$ cat src/rtl/muldiv_unit.sv
// muldiv_unit: iterative RV32M multiply/divide unit, fixed 33-cycle latency.
// Ports:
//   clk, reset        rising-edge clock, async active-high reset
//   start             request, sampled only in IDLE
//   funct3            0 MUL,1 MULH,2 MULHSU,3 MULHU,4 DIV,5 DIVU,6 REM,7 REMU
//   rs1_val, rs2_val  operands (RD1/RD2)
//   rd_in             destination index
//   busy              high whenever not IDLE
//   done              one-cycle strobe (WE3); result (WD3) / rd_out (A3) valid
module muldiv_unit #(
  parameter int unsigned XLEN = 32,
  parameter int unsigned ITER = 32
) (
  input  logic            clk,
  input  logic            reset,
  input  logic            start,
  input  logic [2:0]      funct3,
  input  logic [XLEN-1:0] rs1_val,
  input  logic [XLEN-1:0] rs2_val,
  input  logic [4:0]      rd_in,
  output logic            busy,
  output logic            done,
  output logic [XLEN-1:0] result,
  output logic [4:0]      rd_out
);

  localparam int unsigned CNT_W = $clog2(ITER);
  localparam int unsigned PW    = 2 * XLEN;

  localparam logic [1:0] S_IDLE = 2'd0;
  localparam logic [1:0] S_CALC = 2'd1;
  localparam logic [1:0] S_FIX  = 2'd2;
  localparam logic [1:0] S_DONE = 2'd3;

  localparam logic [2:0] F_MUL = 3'd0;
  localparam logic [2:0] F_DIV = 3'd4;
  localparam logic [2:0] F_REM = 3'd6;

  logic [1:0]      state_q, state_d;
  logic [CNT_W-1:0] cnt_q, cnt_d;
  logic [2:0]      op_q, op_d;
  logic [4:0]      rd_q, rd_d;
  logic [XLEN-1:0] a_mag_q, a_mag_d;
  logic [XLEN-1:0] b_mag_q, b_mag_d;
  logic [XLEN-1:0] rs1_q, rs1_d;
  logic            neg_res_q, neg_res_d;
  logic            neg_rem_q, neg_rem_d;
  logic            div0_q, div0_d;
  logic            ovf_q, ovf_d;
  logic [PW-1:0]   acc_q, acc_d;
  logic [XLEN:0]   rem_q, rem_d;
  logic            busy_q, busy_d;
  logic            done_q, done_d;
  logic [XLEN-1:0] result_q, result_d;
  logic [4:0]      rd_out_q, rd_out_d;

  // Operand decode: signedness, magnitudes and special-case flags
  logic            a_signed, b_signed, a_neg, b_neg;
  logic [XLEN-1:0] a_mag, b_mag;
  always_comb begin
    a_signed = (funct3 == 3'd0) || (funct3 == 3'd1) || (funct3 == 3'd2) ||
               (funct3 == 3'd4) || (funct3 == 3'd6);
    b_signed = (funct3 == 3'd0) || (funct3 == 3'd1) ||
               (funct3 == 3'd4) || (funct3 == 3'd6);
    a_neg    = a_signed & rs1_val[XLEN-1];
    b_neg    = b_signed & rs2_val[XLEN-1];
    a_mag    = a_neg ? -rs1_val : rs1_val;
    b_mag    = b_neg ? -rs2_val : rs2_val;
  end

  // One iteration of each algorithm; acc_q holds {hi,lo} product or dividend/quotient
  logic [XLEN:0]   mul_sum;
  logic [XLEN+1:0] div_sh, div_diff;
  always_comb begin
    mul_sum  = {1'b0, acc_q[PW-1:XLEN]} + (acc_q[0] ? {1'b0, a_mag_q} : '0);
    div_sh   = {rem_q, acc_q[XLEN-1]};
    div_diff = div_sh - {2'b00, b_mag_q};
  end

  // Result select with sign correction and special-case override
  logic [PW-1:0]   prod;
  logic [XLEN-1:0] quo, rmd, fix_val;
  always_comb begin
    prod = neg_res_q ? -acc_q : acc_q;
    quo  = neg_res_q ? -acc_q[XLEN-1:0] : acc_q[XLEN-1:0];
    rmd  = neg_rem_q ? -rem_q[XLEN-1:0] : rem_q[XLEN-1:0];
    if (!op_q[2]) begin
      fix_val = (op_q == F_MUL) ? prod[XLEN-1:0] : prod[PW-1:XLEN];
    end else if (div0_q) begin
      fix_val = op_q[1] ? rs1_q : '1;
    end else if (ovf_q) begin
      fix_val = op_q[1] ? '0 : {1'b1, {(XLEN-1){1'b0}}};
    end else begin
      fix_val = op_q[1] ? rmd : quo;
    end
  end

  // Next-state and datapath update
  always_comb begin
    state_d   = state_q;
    cnt_d     = cnt_q;
    op_d      = op_q;
    rd_d      = rd_q;
    a_mag_d   = a_mag_q;
    b_mag_d   = b_mag_q;
    rs1_d     = rs1_q;
    neg_res_d = neg_res_q;
    neg_rem_d = neg_rem_q;
    div0_d    = div0_q;
    ovf_d     = ovf_q;
    acc_d     = acc_q;
    rem_d     = rem_q;
    result_d  = result_q;
    rd_out_d  = rd_out_q;
    case (state_q)
      S_IDLE: begin
        if (start) begin
          state_d   = S_CALC;
          cnt_d     = '0;
          op_d      = funct3;
          rd_d      = rd_in;
          a_mag_d   = a_mag;
          b_mag_d   = b_mag;
          rs1_d     = rs1_val;
          neg_res_d = a_neg ^ b_neg;
          neg_rem_d = a_neg;
          div0_d    = (rs2_val == '0);
          ovf_d     = ((funct3 == F_DIV) || (funct3 == F_REM)) &&
                      (rs1_val == {1'b1, {(XLEN-1){1'b0}}}) && (&rs2_val);
          acc_d     = funct3[2] ? {{XLEN{1'b0}}, a_mag} : {{XLEN{1'b0}}, b_mag};
          rem_d     = '0;
        end
      end
      S_CALC: begin
        if (op_q[2]) begin
          // Restoring step: keep the subtraction only if it did not go negative
          if (!div_diff[XLEN+1]) begin
            rem_d = div_diff[XLEN:0];
            acc_d = {acc_q[PW-1:XLEN], acc_q[XLEN-2:0], 1'b1};
          end else begin
            rem_d = div_sh[XLEN:0];
            acc_d = {acc_q[PW-1:XLEN], acc_q[XLEN-2:0], 1'b0};
          end
        end else begin
          acc_d = {mul_sum, acc_q[XLEN-1:1]};
        end
        if (cnt_q == CNT_W'(ITER - 1)) begin
          state_d = S_FIX;
        end else begin
          cnt_d = cnt_q + CNT_W'(1);
        end
      end
      S_FIX: begin
        result_d = fix_val;
        rd_out_d = rd_q;
        state_d  = S_DONE;
      end
      S_DONE: state_d = S_IDLE;
      default: state_d = S_IDLE;
    endcase
    busy_d = (state_d != S_IDLE);
    done_d = (state_d == S_DONE);
  end

  always_ff @(posedge clk or posedge reset) begin
    if (reset) begin
      state_q   <= S_IDLE;
      cnt_q     <= '0;
      op_q      <= '0;
      rd_q      <= '0;
      a_mag_q   <= '0;
      b_mag_q   <= '0;
      rs1_q     <= '0;
      neg_res_q <= 1'b0;
      neg_rem_q <= 1'b0;
      div0_q    <= 1'b0;
      ovf_q     <= 1'b0;
      acc_q     <= '0;
      rem_q     <= '0;
      busy_q    <= 1'b0;
      done_q    <= 1'b0;
      result_q  <= '0;
      rd_out_q  <= '0;
    end else begin
      state_q   <= state_d;
      cnt_q     <= cnt_d;
      op_q      <= op_d;
      rd_q      <= rd_d;
      a_mag_q   <= a_mag_d;
      b_mag_q   <= b_mag_d;
      rs1_q     <= rs1_d;
      neg_res_q <= neg_res_d;
      neg_rem_q <= neg_rem_d;
      div0_q    <= div0_d;
      ovf_q     <= ovf_d;
      acc_q     <= acc_d;
      rem_q     <= rem_d;
      busy_q    <= busy_d;
      done_q    <= done_d;
      result_q  <= result_d;
      rd_out_q  <= rd_out_d;
    end
  end

  assign busy   = busy_q;
  assign done   = done_q;
  assign result = result_q;
  assign rd_out = rd_out_q;

endmodule
$ cat config.mk
export PLATFORM = sky130hd
export DESIGN_NAME = muldiv_unit
export DESIGN_NICKNAME = d
export VERILOG_FILES = /design/src/rtl/muldiv_unit.sv
export SDC_FILE = /design/constraint.sdc
export NUM_CORES = 1
export LEC_CHECK = 0
export ABC_AREA = 1
export CAP_MARGIN = 25
export CELL_PAD_IN_SITES_DETAIL_PLACEMENT = 1
export CELL_PAD_IN_SITES_GLOBAL_PLACEMENT = 1
export CORE_ASPECT_RATIO = 0.75
export CORE_MARGIN = 2
export CORE_UTILIZATION = 31
export DETAILED_ROUTE_END_ITERATION = 16
export PLACE_DENSITY_LB_ADDON = 0.2
export SYNTH_ARGS = -nofsm -noshare
export SYNTH_HDL_FRONTEND = slang
export SYNTH_SLANG_ARGS = --single-unit
$ cat constraint.sdc
create_clock -name clk -period 13.8 [get_ports clk]
set_clock_uncertainty 0.1 [all_clocks]
set_input_delay 2.76 -clock clk [delete_from_list [all_inputs] [get_ports clk]]
set_output_delay 2.76 -clock clk [all_outputs]
set_load 0.02 [all_outputs]
Word-level counts from Yosys, hierarchy flattened. Cells that the tools add are included.

Add/subtract/negate cells: 8. Eq/ne operators: 14. Mux-type cells: 28. Bitwise logic cells: 3. Reduce and logical (&&, ||, !) cells: 21.

Operator list (count): $mux W32 (13); $mux W64 (3); $neg A32 Y32 (4); $pmux W64 S2 (1); $mux W33 (3); $pmux W33 S2 (1); $neg A64 Y64 (1); $sub A34 B32 Y34 (1); $add A32 B32 Y33 (1); $eq A32 B32 Y1 const B (1); $logic_not A32 Y1 (1); $reduce_and A32 Y1 (1); $mux W5 (2); $pmux W5 S2 (1); $reduce_and A3 Y1 (3); $ne A2 B2 Y1 const B (4); $pmux W2 S4 (1); $logic_or A1 B1 Y1 (7); $eq A2 B2 Y1 const B (3); $eq A3 B3 Y1 const B (2); $logic_not A3 Y1 (2); $add A5 B1 Y5 const B (1); $eq A5 B5 Y1 const B (1); $mux W2 (2); 10 further kinds (14).

Register bits after elaboration: 251.

Longest topological paths before layout.
Depth in word-level cells: 10. Mapped depth: 19. Mapped depth without buffers: 17.

Worst setup path after synthesis. No wires, ideal clock.

Path kind: input to register. From: input rs2_val[0]. To: register acc_q[18]. Library setup time: 0.129 ns. Arrival time: 4.026 ns. Slack: 9.545 ns. Stages: 12. Path buffers: 0. Cells stage by stage: inv_1 -> ha_1 -> nand3_1 -> nor2_1 -> nand3_1 -> nor2_1 -> nand2_1 -> nand2_1 -> xor2_1 -> nand2_1 -> nand3_1 -> a21oi_1.

Cells in the longest elaborated chain, start to end: 5.

Ends and longest elaborated chain: start: declaration (RTL line 19) `input logic [XLEN-1:0] rs2_val,`; $neg A32 Y32 (RTL line 68) `b_mag = b_neg ? -rs2_val : rs2_val;`; $mux W32 (RTL line 68); $mux W32 (RTL line 130) `acc_d = funct3[2] ? {{XLEN{1'b0}}, a_mag} : {{XLEN{1'b0}}, b_mag};`; $mux W64 (RTL line 117) `if (start) begin`; $pmux W64 S2 (RTL line 115) `case (state_q)`; end signal: assignment (RTL line 178) `acc_q <= '0;`; end signal: assignment (RTL line 196) `acc_q <= acc_d;`; end: declaration (RTL line 50) `logic [PW-1:0] acc_q, acc_d;`.

Every way passes these cells. The select of a mux whose other input is x is not followed. A chain may end at the register's enable or synchronous reset.

Worst setup path after layout.
From: input funct3[2]. To: register acc_q[9].

Cells in the longest elaborated chain, start to end: 10. Elaborated cells on any way between the ends: 18. Classes of those cells: eq/ne (4); mux (5); bitwise (2); reduce/logical (7).

Ends and longest elaborated chain: start: declaration (RTL line 17) `input logic [2:0] funct3,`; $eq A3 B1 Y1 / $logic_not A3 Y1 (equally long branches) (RTL line 61, 63); $logic_or A1 B1 Y1 (RTL line 61, 63); $logic_or A1 B1 Y1 (2 in series) (RTL line 61) `a_signed = (funct3 == 3'd0) || (funct3 == 3'd1) || (funct3 == 3'd2) ||`; $logic_or A1 B1 Y1 (RTL line 62) `(funct3 == 3'd4) || (funct3 == 3'd6);`; $and A1 B1 Y1 (RTL line 65) `a_neg = a_signed & rs1_val[XLEN-1];`; $mux W32 (RTL line 67) `a_mag = a_neg ? -rs1_val : rs1_val;`; $mux W32 (*) (RTL line 130); $mux W64 (*) (RTL line 117); $pmux W64 S2 (*) (RTL line 115).

Mark *: on every way between the ends. The rest lies on a longest branch, timed or not. The select of a mux whose other input is x is not followed.

==> results.json <==
{
  "clk_pin_slew_worst_paths_ps": 60,
  "synth-edff-count": 0,
  "hold_viol_final": 0,
  "via_count": 24500,
  "cp_max_fo": 40,
  "ys.flop_type": "dfrtp_1",
  "vdd_drop_max_uv": 126,
  "synthesis.area_um2": 21500,
  "drcViolationCount": 0,
  "fin_nets": 3694,
  "final_area_um2": 24500,
  "max_stage_delay_ps": 580,
  "fp.dieArea_um2": 71500,
  "crit_family": "buffers and inverters",
  "crit_path_end_kind": "flop",
  "async_flop_share_pct": 100,
  "postCtsSetupBuffers": 0,
  "core_um2": 68500,
  "die_h_um": 232,
  "ctsHoldBuffers": 0,
  "maxCapViolCount": 0,
  "first_iter_violations": 2444,
  "p_per_area_nw_per_um2": 275,
  "synth_area_leaders": "dfrtp_1 (29%), nand2_1 (19%), nand3_1 (8.2%)",
  "wl_per_cell_um": 23.4,
  "cp.buffers_inverters": 3,
  "fp-row-count": 83,
  "grt_pass1_wl_mm": 156,
  "gp_congestion": 0.963,
  "synth_cell_type_count": 46,
  "min_period_over_period_pct": 38.1,
  "relSlewSlack_pct": 23.3,
  "maxSlewViolCount": 0,
  "areaGrowthSynthToFinish_pct": 13.7,
  "grt_max_degree": 147,
  "fmax_mhz": 190,
  "crit_slowest_cell": "inv_2",
  "synth.top_cell.area_share_pct": 29.1,
  "htree_num_levels": 1,
  "syn_nets": 3656,
  "viasPerCell": 5.48,
  "start_util_pct": 31.4,
  "crit_top_cell": "nand2_1",
  "rsz0062_at_grt": "false",
  "grt_pass1_vias": 23700,
  "hpwl_mm": 84.0,
  "multi_input_area_um2": 13200,
  "criticalPathCategory": "in -> reg",
  "tightest_slew_ps": 1140,
  "ys_warn_count": 0,
  "cts_sinks": 250,
  "io_pins": 114,
  "grt_use_total_pct": 29.0,
  "setup_viol_count_final": 0,
  "routed_wl_mm": 104,
  "io_buffers": 113,
  "cts_tree": "done",
  "cp.arrival_ps": 5630,
  "outcome": "finished, final reports clean",
  "synth_largest_area_cell": "dfrtp_1",
  "cts_max_path_buffers": 3,
  "cts-resized-gates": 0,
  "synth_cells": 3508,
  "path_cells": "clkdlybuf4s50_1 > buf_4 > nand2_1 > nand2_1 > nand2_1 > inv_2 > nand2_1 > xor2_1 > or2_2 > o211ai_1 > a22oi_1",
  "placed_cell_area_um2": 23400,
  "crit_required_ps": 14170,
  "p_leak_nw": 11.9,
  "antenna_found_initial": 4,
  "fin_tns_setup_ps": 0,
  "regArea_um2": 6260,
  "post_synth.cell_area_avg_um2": 6.13,
  "mostFrequentLayoutCells": "nand2_1 (1091), nor2_1 (430), inv_1 (391)",
  "clkLatencyLatePin_ps": 620,
  "root_buffer": "clkbuf_16",
  "ant_nets": 0,
  "synth-seq-cells": 250,
  "min_path_type": "reg -> reg",
  "fillers": 8980,
  "grt.overflow.total": 0,
  "cts_buffers": 29,
  "drtPass1Iterations": 6,
  "mostFrequentLayoutCell": "nand2_1",
  "drive_gt1_share_pct": 3.95,
  "start_kind": "input port",
  "die_w_um": 308,
  "ys_seq_area_share_pct": 29.1,
  "finalCriticalPeriod_ps": 5260
}
synthesized netlist by cell type, types with 6 or more instances:
| master | n |
|---|---|
| a21oi_1 | 140 |
| a221oi_1 | 24 |
| a22oi_1 | 18 |
| a31oi_1 | 35 |
| buf_1 | 20 |
| buf_2 | 26 |
| buf_6 | 6 |
| clkbuf_1 | 72 |
| dfrtp_1 | 250 |
| ha_1 | 71 |
| inv_1 | 394 |
| inv_2 | 9 |
| nand2_1 | 1092 |
| nand2_2 | 21 |
| nand3_1 | 351 |
| nand3b_1 | 19 |
| nand4_1 | 65 |
| nor2_1 | 436 |
| nor2_2 | 11 |
| nor3_1 | 28 |
| nor4_1 | 7 |
| o211ai_1 | 30 |
| o21ai_0 | 228 |
| o21ai_1 | 12 |
| o21bai_1 | 10 |
| o22ai_1 | 12 |
| or2_2 | 8 |
| xnor2_1 | 20 |
| xor2_1 | 52 |
routing by layer:
layer  GRT usage (%)  vias up  part of all wire (%)
met4            5.15        2                   1.9
met1            46.2    11900                    51
li1                -    11500                     -
met3            9.04       96                    10
met5               0        -                 0.012
met2            37.0      935                    36
worst paths after layout:
kind	slack, ps	start	cells past startpoint	to
worst max-delay path	8540	funct3[2]	11	acc_q[9]$_DFFE_PP0P_
worst min-delay path	380	result[8]$_DFFE_PP0P_	2	result[8]$_DFFE_PP0P_
worst max register to register	10100	acc_q[0]$_DFFE_PP0P_	14	acc_q[61]$_DFFE_PP0P_
worst min register to register	380	result[8]$_DFFE_PP0P_	2	result[8]$_DFFE_PP0P_
max in group asynchronous	9600	reset	3	rd_q[1]$_DFFE_PP0P_
min in group asynchronous	2600	reset	2	rem_q[7]$_DFFE_PP0P_
worst min-delay path, stage by stage, from the launching register on:
cell and delay (ps):
dfrtp_1 340, nand2_1 60, nand2_1 50
per-stage QoR:
step                worst slack [ps]  total power [W]  hold slack, ps  util (%)  instances
global route                    8260          0.00727             398      35.7       4460
floorplan                       4070          0.00422             346         -       3508
detailed placement              7970          0.00573             370      34.2       4407
finish                          8540          0.00673             383      35.7       4461
CTS                             8590          0.00662             385      35.7       4460
global placement                7990          0.00569             365      34.1       4405
cells by family after synthesis:
logic type	share of synthesized area (%)
simple gates	40.0
xor+xnor	2.93
buf+inv	9.80
compound gates	13.9
flops	29.1
fa+ha+maj	4.32
registers in the layout, summed over array words and instances, names as in the netlist:
name / flops
a_mag_q: 32
acc_q: 64
b_mag_q: 32
busy: 1
cnt_q: 5
div0_q: 1
done: 1
neg_rem_q: 1
neg_res_q: 1
op_q: 3
ovf_q: 1
rd_out: 5
rd_q: 5
rem_q: 33
result: 32
rs1_q: 31
state_q: 2
final cells by class:
| class | instances | share of cell area [%] |
|---|---|---|
| clock inverter | 11 | 0.839 |
| antenna | 1 | 0.0102 |
| timing repair buffer | 136 | 5.45 |
| clock buffer | 42 | 3.41 |
| inverter | 405 | 6.25 |
| tap | 892 | 4.56 |
| sequential | 250 | 25.6 |
| multi-input combinational | 2724 | 53.9 |
report_power, final:
part / switching (W) / internal [W]
sequential: 0.000487 / 0.00105
clock: 0.000357 / 0.000514
combinational: 0.00304 / 0.00129
total: 0.00388 / 0.00285
Note: power is estimated with default switching activity, not from simulation.
